[config.mk]
export PLATFORM = sky130hd
export DESIGN_NAME = ai_bowler_gen
export DESIGN_NICKNAME = d
export VERILOG_FILES = /design/src/rtl/ai_bowler_gen.sv
export SDC_FILE = /design/constraint.sdc
export NUM_CORES = 1
export LEC_CHECK = 0
export ABC_AREA = 1
export CAP_MARGIN = 40
export CORE_MARGIN = 2
export CORE_UTILIZATION = 39
export CTS_CLUSTER_DIAMETER = 40
export DETAILED_ROUTE_END_ITERATION = 10
export GPL_TIMING_DRIVEN = 0
export HOLD_SLACK_MARGIN = 0.03
export SKIP_LAST_GASP = 1
export SLEW_MARGIN = 5
export SYNTH_ARGS = -nofsm -noshare
export SYNTH_HDL_FRONTEND = slang
export SYNTH_SLANG_ARGS = --single-unit
[constraint.sdc]
create_clock -name clock -period 2.3 [get_ports clock]
set_clock_uncertainty 0.05 [all_clocks]
set_input_delay 0.46 -clock clock [delete_from_list [all_inputs] [get_ports clock]]
set_output_delay 0.46 -clock clock [all_outputs]
set_load 0.05 [all_outputs]
[src/rtl/ai_bowler_gen.sv]
// rtl/ai_bowler_gen.sv - paced, randomised bowler throw generator with valid/ready output
module ai_bowler_gen #(
  parameter int                LFSR_W = 19,
  parameter logic [LFSR_W-1:0] TAPS   = 19'h40023,
  parameter int                SEL_W  = 4,
  parameter int                PERIOD = 50000000,
  parameter int                CNT_W  = 28
) (
  input  logic              clock,
  input  logic              reset,
  input  logic              en,
  input  logic              game_over,
  input  logic [1:0]        mode,
  input  logic              seed_load,
  input  logic [LFSR_W-1:0] seed,
  output logic              throw_valid,
  input  logic              throw_ready,
  output logic [3:0]        dx,
  output logic [3:0]        dy,
  output logic [SEL_W-1:0]  sel,
  output logic [7:0]        missed
);

  typedef enum logic {IDLE, PRESENT} state_t;

  localparam logic [CNT_W-1:0] RELOAD = CNT_W'(PERIOD - 1);

  state_t             state_q, state_d;
  logic [LFSR_W-1:0]  rand_q, rand_d;
  logic [CNT_W-1:0]   cnt_q, cnt_d;
  logic [3:0]         dx_q, dx_d, dy_q, dy_d;
  logic [SEL_W-1:0]   sel_q, sel_d;
  logic [7:0]         missed_q, missed_d;
  logic               tick;
  logic               capture;
  logic [3:0]         s;
  logic [3:0]         dec_dx, dec_dy;

  // A zero seed would lock the LFSR, so it is replaced by all-ones.
  always_comb begin
    if (seed_load) rand_d = (seed == '0) ? '1 : seed;
    else           rand_d = {rand_q[LFSR_W-2:0], ^(rand_q & TAPS)};
  end

  always_comb begin
    tick  = en && !game_over && (cnt_q == '0);
    cnt_d = cnt_q;
    if (game_over)     cnt_d = RELOAD;
    else if (en)       cnt_d = (cnt_q == '0) ? RELOAD : cnt_q - 1'b1;
  end

  always_comb begin
    s      = rand_q[3:0];
    dec_dx = 4'd3;
    dec_dy = 4'd2;
    case (mode)
      2'd0: begin
        dec_dy = 4'd1;
        dec_dx = 4'd2 + {3'b000, s[0]};
      end
      2'd2: begin
        dec_dy = 4'd2 + {3'b000, s[0]};
        dec_dx = 4'd3 + {3'b000, s[1]} + {3'b000, s[2]};
      end
      default: begin
        case (s)
          4'd0, 4'd4, 4'd9, 4'd14:  begin dec_dy = 4'd1; dec_dx = 4'd2; end
          4'd5, 4'd12:              begin dec_dy = 4'd2; dec_dx = 4'd2; end
          4'd1, 4'd7, 4'd11, 4'd15: begin dec_dy = 4'd2; dec_dx = 4'd4; end
          default:                  begin dec_dy = 4'd2; dec_dx = 4'd3; end
        endcase
      end
    endcase
  end

  always_comb begin
    state_d  = state_q;
    dx_d     = dx_q;
    dy_d     = dy_q;
    sel_d    = sel_q;
    missed_d = missed_q;
    capture  = 1'b0;
    if (game_over) begin
      state_d = IDLE;
    end else begin
      case (state_q)
        IDLE: begin
          if (tick) begin
            capture = 1'b1;
            state_d = PRESENT;
          end
        end
        default: begin
          // A tick coinciding with acceptance refills the slot back-to-back.
          if (throw_ready) begin
            if (tick) capture = 1'b1;
            else      state_d = IDLE;
          end else if (tick && missed_q != 8'hFF) begin
            missed_d = missed_q + 8'd1;
          end
        end
      endcase
    end
    if (capture) begin
      sel_d = rand_q[SEL_W-1:0];
      dx_d  = dec_dx;
      dy_d  = dec_dy;
    end
  end

  always_ff @(posedge clock or negedge reset) begin
    if (!reset) begin
      state_q  <= IDLE;
      rand_q   <= '1;
      cnt_q    <= RELOAD;
      dx_q     <= '0;
      dy_q     <= '0;
      sel_q    <= '0;
      missed_q <= '0;
    end else begin
      state_q  <= state_d;
      rand_q   <= rand_d;
      cnt_q    <= cnt_d;
      dx_q     <= dx_d;
      dy_q     <= dy_d;
      sel_q    <= sel_d;
      missed_q <= missed_d;
    end
  end

  assign throw_valid = (state_q == PRESENT);
  assign dx          = dx_q;
  assign dy          = dy_q;
  assign sel         = sel_q;
  assign missed      = missed_q;

endmodule

==> impl_metrics.ini <==
[clock_network]
clk_pin_slew_ns = 0.08
cts_tree = done
cts_buffers = 9
cts.sinks = 65
clkLatencyLatePin_ns = 0.34
hold_buffers = 0
cts_setup_buffers = 0
ctsRootBufferMaster = clkbuf_8
ctsResizeCount = 0
clk_path_buf_depth = 2
cts_max_level = 3

[sta]
finalHoldViolCount = 0
setup_viol = 0
relSlewSlack_pct = 45.82
worst_slew_pin_slew_ns = 0.8127
fmaxAchievable_mhz = 481.0
post-route-period-util_pct = 90.39
rsz0062_at_grt = false
holdWs_ns = 0.1590
fin_tns_setup_ns = 0
drv_slew = 0
min_period_ns = 2.079
fin_ws_ns = 0.2211

[power_and_ir_drop]
ir_worst_vdd_mv = 0.2344
power_density_nw_per_um2 = 585.4
total_power_mw = 2.763
leakagePower_nw = 2.106

[yosys]
async_flop_share_pct = 100.0
synth_edf_count = 0
postSynthAreaPerCell_sq_um = 7.835
synthDistinctLibCells = 40
synth_top_area_cell = dfstp_2
ys_ff_latch = 65
yosysMostFrequentCell = nor2_1
ys_warn_count = 0
synth_area_sq_um = 3855
ys.flop_type = dfstp_2
synth_top_area_share_pct = 25.22
syn_inst = 492
synthTopCellsByCount = nor2_1 (104), nand2_1 (86), inv_1 (57)
synth.area.top_cells = dfstp_2 (25%), dfrtp_1 (18%), nor2_1 (10%), nand2_1 (8.4%), inv_1 (5.6%)
ys_seq_area_share_pct = 43.40

[placed_design]
gp_congestion = 0.8131
dp_cells = 671
pre_cts_slack_ns = -0.01413
dp_hpwl_um = 5931
portBuffers = 44
post_dp_cell_area_sq_um = 4467

[die]
die_h_um = 103.4
rows = 36
die_w_um = 103.4
start_util_pct = 39.81
io-pin-count = 48
floorplan.die_area_sq_um = 10700
core-area_sq_um = 9684

[drt]
drc = 0
vias_per_cell = 4.620
dr.pass1.iters = 4
ant_nets = 0
via_count = 3174
wirelength_um = 8018
wl_per_cell_um = 11.67
dr.first_iter.drc_count = 126

[setup_path]
reg2reg_depth = 10
crit_type = reg2out
cp_max_fo = 5
rr_endpoint = cnt_q[10]
timing.critical_path.buf_inv = 1
worst-r2r-setup-slack_ns = 0.52
crit_required_ns = 1.79
start_kind = register
endpoint_kind = output port
worst-path-stages = 1
crit_path_start = missed[2]
crit_family = buffers and inverters
critPathSlowestCell = clkdlybuf4s50_1
path_cells = clkdlybuf4s50_1
slowest_delay_ns = 0.82
reg2reg_from = cnt_q[0]
worstPathArrival_ns = 1.57
crit_end = missed[2]

[min_path]
min_path_type = in2async

[grt]
grt_pass1_vias = 3017
grt_overflow = 0
grt_use_total_pct = 16.43
grt_max_degree = 66
antenna_found_initial = 0
grt_pass1_wl_um = 13760

[status]
outcome = finished, final reports clean

[finish]
syn_to_final_growth_pct = 22.43
finalNonFillerCells = 687
drive_above_1_share_pct = 16.97
fin_area_sq_um = 4720
nets = 588
n_fill_cell = 955
diodes = 0
finish.utilization_pct = 48.73

[job]
maxCapViolCount = 0
[how the worst min path moves through the flow]
stage / start / endpoint / cells after the start
after global placement: rand_q[13] / rand_q[14] / 2
after global routing: reset / missed[2] / 1
after CTS: reset / cnt_q[16] / 1
final: reset / cnt_q[18] / 1
after detailed placement: rand_q[13] / rand_q[14] / 2
after floorplan: reset / cnt_q[10] / 0
[power by group]
group	leakage [nW]	internal, mW	switching (mW)
logic	1.23	0.126	0.182
clock network	0.123	0.753	0.459
registers	0.750	1.21	0.0305
[cells by family (layout without fill, tap and decap cells)]
family / count (synthesis) / after routing / synth area share [%]
AOI/OAI and AO/OA: 76 / 76 / 10.74
xor gates and xnor gates: 17 / 17 / 3.862
adders and majority gates: 12 / 12 / 3.895
buffers and inverters: 72 / 132 / 7.757
DFF: 65 / 65 / 43.39
muxes: 1 / 1 / 0.2597
other: 1 / 3 / 0.09728
and+or+nand+nor: 248 / 248 / 29.99
[cells in the final DEF (no fill, tap or decap), types with 3 or more instances in the layout]
cell / n
clkdlybuf4s50_1: 43
inv_1: 57
bufinv_16: 3
nand2_2: 4
nand2_1: 86
ha_1: 12
a31oi_1: 3
conb_1: 3
nor2_4: 7
nor2_1: 104
xnor2_1: 4
nor2_2: 7
clkbuf_1: 4
buf_4: 4
nor3_1: 4
nand3_1: 16
xor2_1: 13
o21ai_0: 19
o22ai_1: 13
clkbuf_8: 10
a21oi_1: 24
dfrtp_1: 28
o21ai_1: 13
nand4_1: 6
dfstp_2: 37
nand3_2: 3
[metal layers]
layer	track usage, %	wire length, um	vias to the layer above
li1	-	-	1674
met1	21.92	3946	1430
met2	26.35	3619	59
met3	3.226	319	11
met4	6.377	133	0
met5	0	0	-
[sequential cells by signal, summed over array words and instances, names as in the netlist]
signal and count:
rand_q 19, dy 2, cnt_q 28, throw_valid 1, dx 3, sel 4
missed 8
[layout make-up]
class | instances | area (sq um) | area share, %
multi-input combinational | 357 | 1891 | 40.06
clock inverter | 6 | 115.1 | 2.439
tap | 133 | 166.4 | 3.526
inverter | 60 | 225.2 | 4.772
sequential | 65 | 1673 | 35.45
clock buffer | 10 | 137.6 | 2.916
timing repair buffer | 44 | 437.9 | 9.279
buffer | 12 | 73.82 | 1.564
Note: power is estimated with default switching activity, not from simulation.
